**src/rtl/uart_tx_arbiter.sv**
```systemverilog
// Round-robin, packet-granular arbiter that shares one uart_tx serialiser
// between NREQ byte-stream requesters, with a stuck-transmitter timeout.
module uart_tx_arbiter #(
   parameter int NREQ           = 4,
   parameter int ACCEPT_TIMEOUT = 16
) (
   input  logic                clk,
   input  logic                n_reset,
   input  logic [NREQ-1:0]     req_valid,
   input  logic [8*NREQ-1:0]   req_data,
   input  logic [NREQ-1:0]     req_last,
   output logic [NREQ-1:0]     req_ack,
   output logic [NREQ-1:0]     grant,
   output logic                tx_start,
   output logic [7:0]          tx_data,
   input  logic                tx_avl,
   output logic                busy,
   output logic                err_timeout,
   input  logic                err_clr
);

   localparam int IW = (NREQ > 1) ? $clog2(NREQ) : 1;
   localparam int CW = $clog2(ACCEPT_TIMEOUT + 1);

   typedef enum logic [1:0] {IDLE, ACCEPT, DONE, HOLD} state_t;

   state_t          state, state_nxt;
   logic [IW-1:0]   owner, owner_nxt;
   logic [IW-1:0]   ptr, ptr_nxt;
   logic [CW-1:0]   cnt, cnt_nxt;
   logic            last_r, last_nxt;
   logic [NREQ-1:0] grant_nxt, ack_nxt;
   logic            start_nxt, busy_nxt, err_nxt, set_err;
   logic [7:0]      data_nxt;
   logic            do_issue, do_release;
   logic [IW-1:0]   issue_idx;

   function automatic logic [IW-1:0] next_idx(input logic [IW-1:0] i);
      return (i == IW'(NREQ - 1)) ? '0 : i + IW'(1);
   endfunction

   function automatic logic [NREQ-1:0] onehot(input logic [IW-1:0] i);
      return NREQ'(1) << i;
   endfunction

   // First valid requester scanning ptr, ptr+1, ... with wrap-around.
   function automatic logic [IW-1:0] pick(input logic [NREQ-1:0] v,
                                          input logic [IW-1:0]   p);
      logic [IW-1:0] idx;
      logic          found;
      pick  = p;
      idx   = p;
      found = 1'b0;
      for (int k = 0; k < NREQ; k++) begin
         if (!found && v[idx]) begin
            pick  = idx;
            found = 1'b1;
         end
         idx = next_idx(idx);
      end
   endfunction

   always_comb begin
      state_nxt  = state;
      owner_nxt  = owner;
      ptr_nxt    = ptr;
      cnt_nxt    = cnt;
      last_nxt   = last_r;
      grant_nxt  = grant;
      ack_nxt    = '0;
      start_nxt  = 1'b0;
      data_nxt   = tx_data;
      set_err    = 1'b0;
      do_issue   = 1'b0;
      do_release = 1'b0;
      issue_idx  = owner;

      case (state)
         IDLE: begin
            if ((|req_valid) && tx_avl) begin
               do_issue  = 1'b1;
               issue_idx = pick(req_valid, ptr);
            end
         end
         ACCEPT: begin
            // uart_tx registers write_avl, so the first ACCEPT cycle still sees it high.
            if (!tx_avl) begin
               ack_nxt   = onehot(owner);
               state_nxt = DONE;
            end else if (cnt == CW'(ACCEPT_TIMEOUT - 1)) begin
               set_err    = 1'b1;
               do_release = 1'b1;
            end else begin
               cnt_nxt = cnt + CW'(1);
            end
         end
         DONE: begin
            if (tx_avl) begin
               if (last_r) do_release = 1'b1;
               else        state_nxt  = HOLD;
            end
         end
         HOLD: begin
            // Other requesters are ignored; an owner dropping valid forfeits the lock.
            if (!req_valid[owner]) begin
               do_release = 1'b1;
            end else if (tx_avl) begin
               do_issue  = 1'b1;
               issue_idx = owner;
            end
         end
         default: state_nxt = IDLE;
      endcase

      if (do_issue) begin
         owner_nxt = issue_idx;
         grant_nxt = onehot(issue_idx);
         data_nxt  = req_data[8*issue_idx +: 8];
         last_nxt  = req_last[issue_idx];
         start_nxt = 1'b1;
         cnt_nxt   = '0;
         state_nxt = ACCEPT;
      end
      if (do_release) begin
         grant_nxt = '0;
         ptr_nxt   = next_idx(owner);
         state_nxt = IDLE;
      end

      err_nxt  = set_err | (err_timeout & ~err_clr);
      busy_nxt = (state_nxt != IDLE);
   end

   always_ff @(posedge clk or negedge n_reset) begin
      if (!n_reset) begin
         state       <= IDLE;
         owner       <= '0;
         ptr         <= '0;
         cnt         <= '0;
         last_r      <= 1'b0;
         grant       <= '0;
         req_ack     <= '0;
         tx_start    <= 1'b0;
         tx_data     <= '0;
         busy        <= 1'b0;
         err_timeout <= 1'b0;
      end else begin
         state       <= state_nxt;
         owner       <= owner_nxt;
         ptr         <= ptr_nxt;
         cnt         <= cnt_nxt;
         last_r      <= last_nxt;
         grant       <= grant_nxt;
         req_ack     <= ack_nxt;
         tx_start    <= start_nxt;
         tx_data     <= data_nxt;
         busy        <= busy_nxt;
         err_timeout <= err_nxt;
      end
   end

endmodule

```
**config.mk**
```make
export PLATFORM = sky130hd
export DESIGN_NAME = uart_tx_arbiter
export DESIGN_NICKNAME = d
export VERILOG_FILES = /design/src/rtl/uart_tx_arbiter.sv
export SDC_FILE = /design/constraint.sdc
export NUM_CORES = 1
export LEC_CHECK = 0
export ABC_AREA = 0
export CAP_MARGIN = 20
export CORE_ASPECT_RATIO = 1.4
export CORE_MARGIN = 3
export CORE_UTILIZATION = 49
export DETAILED_ROUTE_END_ITERATION = 12
export HOLD_SLACK_MARGIN = 0.08
export PLACE_DENSITY = 0.79
export SETUP_SLACK_MARGIN = 0.4
export SYNTH_ARGS = -nofsm -noshare
export SYNTH_HDL_FRONTEND = slang
export SYNTH_SLANG_ARGS = --single-unit
```
**constraint.sdc**
```tcl
create_clock -name clk -period 2.95 [get_ports clk]
set_clock_uncertainty 0.15 [all_clocks]
set_input_delay 0.4425 -clock clk [delete_from_list [all_inputs] [get_ports clk]]
set_output_delay 0.4425 -clock clk [all_outputs]
set_load 0.1 [all_outputs]
```
=== After elaboration in Yosys (flattened, before gate mapping) ===
Cells that the tools add are included.

* ROM bits: 0
* Memory bits (writable): 0
* Input port bits: 44
* Bits in registers: 31
* Word-level logic and storage cells: 107
* Latch bits: 0
* Memories kept: 0

* Reduce and logical (&&, ||, !) cells: 14
* $mul: 0
* Mux-type cells: 56
* Shift operators: 3
* Div/mod/pow operators: 0
* $add $sub $neg: 5
* Equal/unequal tests: 9
* Bitwise operators: 3
* Order comparisons: 6

{| class="wikitable"
|+ Operators with widths
! cell !! count
|-
| $shiftx A32 B6 Y8 || 1
|-
| $mux W2 || 14
|-
| $mux W1 || 25
|-
| $mux W5 || 4
|-
| $lt A2 B3 Y1 const B || 6
|-
| $mux W4 || 4
|-
| $bmux W1 S2 || 6
|-
| $eq A2 B2 Y1 const B || 6
|-
| $add A2 B1 Y2 const B || 4
|-
| $reduce_bool A2 Y1 || 4
|-
| $shl A1 B2 Y4 const A || 2
|-
| $add A5 B1 Y5 const B || 1
|-
| $eq A5 B4 Y1 const B || 1
|-
| $logic_and A1 B1 Y1 || 4
|-
| $pmux W2 S2 || 1
|-
| $reduce_or A4 Y1 || 1
|-
| $logic_not A1 Y1 || 3
|-
| $pmux W1 S3 || 1
|-
| $reduce_and A3 Y1 || 1
|-
| $eq A2 B1 Y1 const B || 1
|-
| $logic_not A2 Y1 || 1
|-
| $ne A2 B2 Y1 const B || 1
|-
| $pmux W1 S2 || 1
|-
| $and A1 B1 Y1 || 1
|-
| other kinds (2) || 2
|}

=== Logic depth before layout (Yosys ltp) ===
Gate-level depths: netlist of the first run.

* Depth in word-level cells: 23
* Gate-level depth with buffers: 11
* Depth with buffers taken out: 9

=== Worst setup path after synthesis of the first run ===
No wires, ideal clock.

* Path type: reg2reg
* From: reg ptr[0]
* To: reg tx_data[4]
* Stages on the path, launching flop included: 10
* Path buffers: 1
* Required time: 2660 ps
* Arrival: 2313 ps
* Path slack: 347 ps
* Period minus slack after synthesis: 2603 ps
* Setup time: 140 ps
* Path through: dfrtp_1 -> ha_1 -> xor2_1 -> o311a_1 -> o21ai_2 -> a21oi_4 -> a21o_1 -> buf_6 -> a2111oi_0 -> a211oi_1

* Longest elaborated chain between the ends: 21
* Elaborated cells on any way between the ends: 38

{| class="wikitable"
|+ RTL lines
! item !! RTL line !! RTL
|-
| from (decl) || 29 || <nowiki>logic [IW-1:0] ptr, ptr_nxt;</nowiki>
|-
| from (signal assigned) || 150 || <nowiki>ptr <= ptr_nxt;</nowiki>
|-
| $bmux W1 S2 || 55 || <nowiki>if (!found && v[idx]) begin</nowiki>
|-
| $mux W1 (implied by the code) || 55 ||
|-
| $mux W1 || 55 ||
|-
| $mux W1 || 80 || <nowiki>if ((|req_valid) && tx_avl) begin</nowiki>
|-
| $mux W1 || 78 || <nowiki>case (state)</nowiki>
|-
| $logic_not A1 Y1 || 55 ||
|-
| $logic_and A1 B1 Y1 || 55 ||
|-
| $mux W1 || 55 ||
|-
| [5 not listed] || -- ||
|-
| $mux W1 || 80 ||
|-
| $mux W1 || 78 ||
|-
| $logic_not A1 Y1 || 55 ||
|-
| $logic_and A1 B1 Y1 || 55 ||
|-
| $mux W2 * || 55 ||
|-
| $mux W2 * || 80 ||
|-
| $mux W2 * || -- ||
|-
| $shiftx A32 B6 Y8 * || 118 || <nowiki>data_nxt = req_data[8*issue_idx +: 8];</nowiki>
|-
| to (signal assigned) || 156 || <nowiki>tx_data <= data_nxt;</nowiki>
|-
| to (decl) || 15 || <nowiki>output logic [7:0] tx_data,</nowiki>
|}

Every way passes the cells marked *; elsewhere a longest branch is shown, timed or not. The select of a mux whose other input is x is not followed.
A chain may end at the register's enable or synchronous reset.

=== Worst setup path in the final report of the first run ===
* From: reg ptr[0]
* To: reg grant[0]

* Longest elaborated chain between the ends: 23
* Elaborated cells on any way between the ends: 40

{| class="wikitable"
|+ RTL lines
! item !! RTL line !! RTL
|-
| $bmux W1 S2 || 55 ||
|-
| $mux W1 (implied by the code) || 55 ||
|-
| $mux W1 || 55 ||
|-
| $mux W1 || 80 ||
|-
| $mux W1 || 78 ||
|-
| $logic_not A1 Y1 || 55 ||
|-
| $logic_and A1 B1 Y1 || 55 ||
|-
| $mux W1 || 55 ||
|-
| [7 not listed] || -- ||
|-
| $logic_not A1 Y1 || 55 ||
|-
| $logic_and A1 B1 Y1 || 55 ||
|-
| $mux W2 * || 55 ||
|-
| $mux W2 * || 80 ||
|-
| $mux W2 * || -- ||
|-
| $shl A1 B2 Y4 * || 43 || <nowiki>return NREQ'(1) << i;</nowiki>
|-
| $mux W4 * || 115 || <nowiki>if (do_issue) begin</nowiki>
|-
| $mux W4 * || 124 || <nowiki>if (do_release) begin</nowiki>
|-
| to (signal assigned) || 153 || <nowiki>grant <= grant_nxt;</nowiki>
|-
| to (decl) || 13 || <nowiki>output logic [NREQ-1:0] grant,</nowiki>
|}

Marked as above.

==> results of run 1 <==
metal layers:
metal  GRT usage (%)  vias to the layer above
met3            4.70                       39
met2            51.6                      124
met5               0                        -
met1            31.6                     1251
met4            13.8                        0
li1                -                     1117
cells by family (layout without fill, tap and decap cells):
| kind of cell | after synthesis | after routing |
|---|---|---|
| simple gates | 76 | 76 |
| flops | 31 | 31 |
| compound gates | 73 | 73 |
| xor+xnor | 4 | 4 |
| fa+ha+maj | 13 | 13 |
| mux | 19 | 19 |
| buf+inv | 39 | 136 |
flip-flops by register name, summed over array words and instances (netlist names):
register,flops
tx_start,1
tx_data,8
owner,2
last_r,1
ptr,2
cnt,5
busy,1
grant,4
state,2
err_timeout,1
req_ack,4
power by group through the flow:
stage	Combinational, mW	Clock [mW]	Sequential, mW
2_1_floorplan	1.31	0	1.35
3_3_place_gp	2.73	0	0.693
3_5_place_dp	2.77	0	0.700
4_1_cts	3.36	0.442	0.694
5_1_grt	3.99	0.463	0.723
6_report	3.83	0.441	0.713
cell usage after synthesis, types with 3 or more instances:
cell | n | area share [%]
a2111oi_0 | 3 | 1.1
mux2i_1 | 14 | 5.9
nand3b_1 | 4 | 1.3
ha_1 | 13 | 6.9
nand3_1 | 8 | 1.7
a211oi_1 | 11 | 3.5
a2111oi_2 | 6 | 3.8
xor2_1 | 3 | 1.1
and2_1 | 7 | 1.8
clkbuf_1 | 6 | 0.95
or3_1 | 3 | 0.79
a211oi_2 | 5 | 2.6
buf_2 | 7 | 1.5
nand2_1 | 14 | 2.2
o21ai_0 | 9 | 1.9
dfrtp_1 | 31 | 33
nor2b_1 | 4 | 1.1
nor2_1 | 20 | 3.2
inv_1 | 19 | 3.0
a21oi_1 | 16 | 3.4
final timing paths:
check                                         endpoint                 start  slack, ns
min in group asynchronous       tx_data[0]$_DFFE_PN0P_               n_reset       0.44
worst min-delay path              grant[1]$_DFFE_PN0P_  grant[1]$_DFFE_PN0P_       0.40
worst max-delay path              grant[0]$_DFFE_PN0P_    ptr[0]$_DFFE_PN0P_       0.09
worst max register to register    grant[0]$_DFFE_PN0P_    ptr[0]$_DFFE_PN0P_       0.09
max in group asynchronous         req_ack[2]$_DFF_PN0_               n_reset       1.91
worst min register to register    grant[1]$_DFFE_PN0P_  grant[1]$_DFFE_PN0P_       0.40
repair_timing:
action                                  in CTS  in global routing
resized for setup                           47                 31
buffers inserted                             7                  2
gates cloned                                 3                  0
pin swaps                                   14                 23
endpoints found under the setup margin      15                 23
layout make-up:
class	instances	area, µm²
Tap cell	62	77.6
Sequential cell	31	776
Inverter	20	75.1
Timing Repair Buffer	108	1020
Multi-Input combinational cell	185	1820
Clock inverter	2	35.0
Clock buffer	6	82.6
Fill cell	233	723
worst min-delay path, delay by kind of cell, from the launching register on:
kind / cells / cell delay [ns]
compound gates: 1 / 0.06
simple gates: 1 / 0.07
flops: 1 / 0.39
==> out/metrics.csv, run 1 <==
stage,metric,value,unit
yosys,ys_warn_count,0,
pwr,swShare,52.4,%
floorplan,num_rows,29,
floorplan,num_io_pins,63,
routing,drc,0,
layout,layout_commonest_cell,buf_4,
pwr,power.density,1280,nW/µm²
routing,met3WireLength,420,µm
routing,wl_met2,4720,µm
run,cap_violations,0,
yosys,postSynthNetCount,312,
layout,drive_above_1_share,38.1,%
yosys,synthesis.area,2370,µm²
worst_setup_path,endpoint_kind,flop,
layout,stdcell_count,414,
pwr,p_int,2.37,mW
floorplan,start_util,51.5,%
yosys,synth_seq_area_share,32.7,%
pwr,p_clk_share,8.8,%
floorplan,die_h,88.4,µm
worst_setup_path,crit_path_start_kind,flop,
yosys,syn_area_per_cell,9.31,µm²
yosys,ys_seq_elements,31,
yosys,synth_top_family_by_area,compound AO/OA/AOI/OAI gates,
routing,met1_length,3290,µm
sta,fin_ws,0.0929,ns
clock_network,cts_num_sinks,31,
clock_network,cts_max_level,2,
routing,vias_per_cell,6.11,
clock_network,cts_root_buf,clkbuf_8,
pwr,p_seq_share,14.3,%
layout,fin_nets,408,
worst_setup_path,cp.depth,9,
sta,fmax,0.350,GHz
yosys,synth_cell_types,57,
pwr,p_switching,2.61,mW
worst_setup_path,path_common_cell,buf_4,
clock_network,clock_latency,0.29,ns
sta,slew_headroom,69.2,%
sta,drv_slew,0,
pwr,leakagePower,1.60,nW
layout,diodes,0,
sta,setup_viol,0,
yosys,synth_fa_ha_area_share,6.85,%
clock_network,clk_pin_slew_worst_paths,0.07,ns
layout,areaGrowthSynthToFinish,63.7,%
routing,drt_iter0_markers,244,
routing,wl_per_cell,21.6,µm
layout,stdcell_area,3880,µm²
worst_setup_path,path_cells,buf_4 > mux4_2 > nor3_1 > a211oi_2 > o221ai_4 > buf_4 > buf_4 > nand3_1 > a21oi_1,
worst_setup_path,cp_max_fo,25,
worst_setup_path,critPathBufInv,3,
global_route,grt_antenna_before_repair,0,
global_route,grt_overflow,0,
global_route,grt_pass1_wl,12400,µm
placed_design,pre_cts_ws,-0.152,ns
yosys,synth_simple_gate_area_share,17.0,%
yosys,synth_xor_area_share,1.48,%
clock_network,clockBufferDepth,2,
pwr,finalPower,4.99,mW
worst_setup_path,worstPathArrival,2.91,ns
routing,drtPass1Iterations,5,
routing,ant_nets,0,
global_route,grt_max_degree,32,
placed_design,portBuffers,62,
clock_network,cts_tree,done,
hold_path,hp-class,reg2reg,
sta,tns,0,ns
placed_design,dp_cells,394,
hold_path,hold_path_depth,2,
placed_design,post_dp_cell_area,3230,µm²
worst_setup_path,max_stage_delay,0.59,ns
sta,hold_slack,0.402,ns
layout,final_core_util,84.3,%
worst_setup_path,path_delay_family,buffers and inverters,
sta,tightestPinTransition,0.461,ns
sta,rsz0062_at_grt,yes,
worst_setup_path,critPathSlowestCell,mux4_2,
sta,fin_crit_sh,96.9,%
routing,highest_layer,met4,
yosys,synth_compound_area_share,25.3,%
yosys,async_reset_ff_share,100,%
worst_setup_path,reg2reg_depth,9,
yosys,ys.flop_type,dfrtp_1,
placed_design,place.gp.congestion,0.906,
pwr,pwr-share-comb,76.9,%
layout,mostFrequentLayoutCells,"buf_4, clkdlybuf4s50_1, dfrtp_1",
floorplan,die_w,64.8,µm
floorplan,core-area,4610,µm²
clock_network,cts_made_buffers,5,
floorplan,die_area,5730,µm²
placed_design,place.detailed.hpwl,4780,µm
routing,wirelength,8920,µm
worst_setup_path,cp.required,3.00,ns
clock_network,cts-hold-fix-buffers,0,
pwr,ir_worst_vdd,1.06,mV
yosys,synthCells,255,
sta,hold_violations,0,
global_route,grt_pass1_vias,2521,
yosys,synth.mux.area_fraction,9.23,%
run_status,status,completed,
routing,vias,2531,
global_route,grtUsageTotal,28.3,%
worst_setup_path,worst-setup-path-type,reg2reg,
sta,period_minus_slack,2.86,ns
yosys,synth-edff-count,0,
No activity file was read; power rests on OpenSTA's default activity.
==> run 2, diff against run 1 <==
Settings changed: CORE_MARGIN 3 to not set.
==> out/metrics.csv, run 2 (synthesized netlist as in run 1, its figures left out) <==
stage,metric,value,unit,change
routing,drt_iter0_markers,92,,-62%
global_route,grt_pass1_vias,2296,,-8.9%
layout,mostFrequentLayoutCells,"buf_4, clkdlybuf4s50_1, dfrtp_1",,
layout,areaGrowthSynthToFinish,54.7,%,
floorplan,num_rows,29,,unchanged
layout,layout_commonest_cell,buf_4,,
clock_network,cts_num_sinks,31,,unchanged
global_route,grt_pass1_wl,10900,µm,-12%
global_route,grt_antenna_before_repair,0,,unchanged
run,cap_violations,0,,unchanged
floorplan,num_io_pins,63,,unchanged
floorplan,die_w,60.8,µm,-6.2%
routing,wirelength,7110,µm,-20%
sta,slew_headroom,72.0,%,+2.8 points
placed_design,place.detailed.hpwl,4520,µm,-5.5%
floorplan,die_area,5130,µm²,-10%
worst_setup_path,cp.required,3.01,ns,about the same
worst_setup_path,critPathSlowestCell,dfrtp_1,,
clock_network,cts_tree,done,,
placed_design,place.gp.congestion,0.920,,+1.5%
layout,reg_top3,"tx_data (8), cnt (5)",,
layout,diodes,0,,unchanged
pwr,leakagePower,1.55,nW,-3.3%
sta,drv_slew,0,,unchanged
clock_network,clk_pin_slew_worst_paths,0.06,ns,about the same
worst_setup_path,worst-setup-path-type,reg2reg,,
sta,tightestPinTransition,0.418,ns,-0.0436 ns
layout,largest_reg_flops,8,,unchanged
worst_setup_path,reg2reg_slack,0.20,ns,+0.11 ns
placed_design,portBuffers,62,,unchanged
layout,stdcell_count,410,,-0.97%
worst_setup_path,endpoint_kind,flop,,
pwr,power.density,1230,nW/µm²,-4.1%
layout,regMostFlops,tx_data,,
sta,hold_violations,0,,unchanged
pwr,finalPower,4.52,mW,-9.4%
global_route,grt_max_degree,32,,unchanged
worst_setup_path,max_stage_delay,0.42,ns,-0.17 ns
hold_path,hp-class,reg2reg,,
sta,rsz0062_at_grt,yes,,
layout,fin_nets,404,,-0.98%
clock_network,cts_root_buf,clkbuf_8,,
sta,setup_viol,0,,unchanged
routing,vias,2395,,-5.4%
routing,wl_per_cell,17.3,µm,-20%
global_route,grtUsageTotal,27.8,%,-0.41 points
sta,fmax,0.364,GHz,+4.0%
sta,tns,0,ns,unchanged
worst_setup_path,path_cells,ha_4 > buf_6 > mux2i_4 > mux2i_4 > o31a_1 > o21ai_2 > o221ai_2 > buf_6 > or3_1 > a21oi_1,,
routing,drtPass1Iterations,4,,-1
layout,fill_cells,277,,+19%
placed_design,pre_cts_ws,-0.181,ns,-0.0291 ns
clock_network,cts_max_level,2,,unchanged
sta,fin_crit_sh,93.1,%,-3.8 points
floorplan,core-area,4610,µm²,unchanged
layout,drive_above_1_share,34.5,%,-3.6 points
placed_design,dp_cells,392,,-0.51%
global_route,grt_overflow,0,,unchanged
floorplan,start_util,51.5,%,unchanged
routing,vias_per_cell,5.84,,-4.5%
floorplan,die_h,84.4,µm,-4.5%
pwr,ir_worst_vdd,1.16,mV,+9.6%
clock_network,clock_latency,0.29,ns,about the same
worst_setup_path,crit_path_start_kind,flop,,
worst_setup_path,worstPathArrival,2.81,ns,-0.10 ns
worst_setup_path,cp_max_fo,6,,-76%
clock_network,clockBufferDepth,2,,unchanged
routing,ant_nets,0,,unchanged
clock_network,cts_made_buffers,5,,unchanged
run_status,status,completed,,
sta,period_minus_slack,2.75,ns,-0.111 ns
layout,stdcell_area,3670,µm²,-5.5%
placed_design,post_dp_cell_area,3210,µm²,-0.85%
routing,drc,0,,unchanged
sta,fin_ws,0.204,ns,+0.111 ns
-- run 2: what timing repair did --
item / in CTS / in global routing
hold buffers: 0 / 0
gates cloned: 1 / 0
setup buffers: 6 / 3
endpoints found under the setup margin: 15 / 16
pin swaps: 5 / 5
gates resized for setup: 31 / 23
-- run 2: final timing paths --
check,start,end,cells past startpoint
min in group asynchronous,n_reset,grant[3]$_DFFE_PN0P_,2
worst max register to register,ptr[0]$_DFFE_PN0P_,grant[2]$_DFFE_PN0P_,10
worst max-delay path,ptr[0]$_DFFE_PN0P_,grant[2]$_DFFE_PN0P_,10
worst min-delay path,cnt[4]$_DFFE_PN0P_,cnt[4]$_DFFE_PN0P_,2
worst min register to register,cnt[4]$_DFFE_PN0P_,cnt[4]$_DFFE_PN0P_,2
max in group asynchronous,n_reset,state[1]$_DFF_PN0_,2
-- run 2: final cells by class --
type	instances	area, µm²	share of cell area, %
multi-input combinational	185	1680	45.7
timing repair buffer	104	950	25.9
sequential	31	776	21.1
clock buffer	6	82.6	2.25
tap	62	77.6	2.11
inverter	20	75.1	2.04
clock inverter	2	35.0	0.954
-- run 2: layer usage --
metal	global-route usage, %	vias to the layer above	wire, µm
li1	-	1105	-
met1	34.7	1187	2840
met2	47.5	79	3780
met3	3.85	24	254
met4	10.1	0	234
met5	0	-	0
-- run 2: worst max-delay path: cells and delay by family (launching register included) --
family / cells / cell delay, ns
and+or+nand+nor: 1 / 0.36
AOI/OAI and AO/OA: 4 / 0.65
adders and majority gates: 1 / 0.34
muxes: 2 / 0.45
DFF: 1 / 0.42
buffers and inverters: 2 / 0.31
-- run 2: power by group --
| part | leakage [nW] | total, mW | switching, mW | internal (mW) |
|---|---|---|---|---|
| clock network | 0.0612 | 0.438 | 0.165 | 0.273 |
| logic | 1.10 | 3.38 | 2.07 | 1.31 |
| registers | 0.389 | 0.705 | 0.124 | 0.581 |
-- run 2: through the flow --
stage,util (%),hold WS [ns]
2_1_floorplan,-,-0.00309
3_5_place_dp,69.6,0.364
4_1_cts,77.0,0.374
3_3_place_gp,69.6,0.341
5_1_grt,79.7,0.394
6_report,79.7,0.374
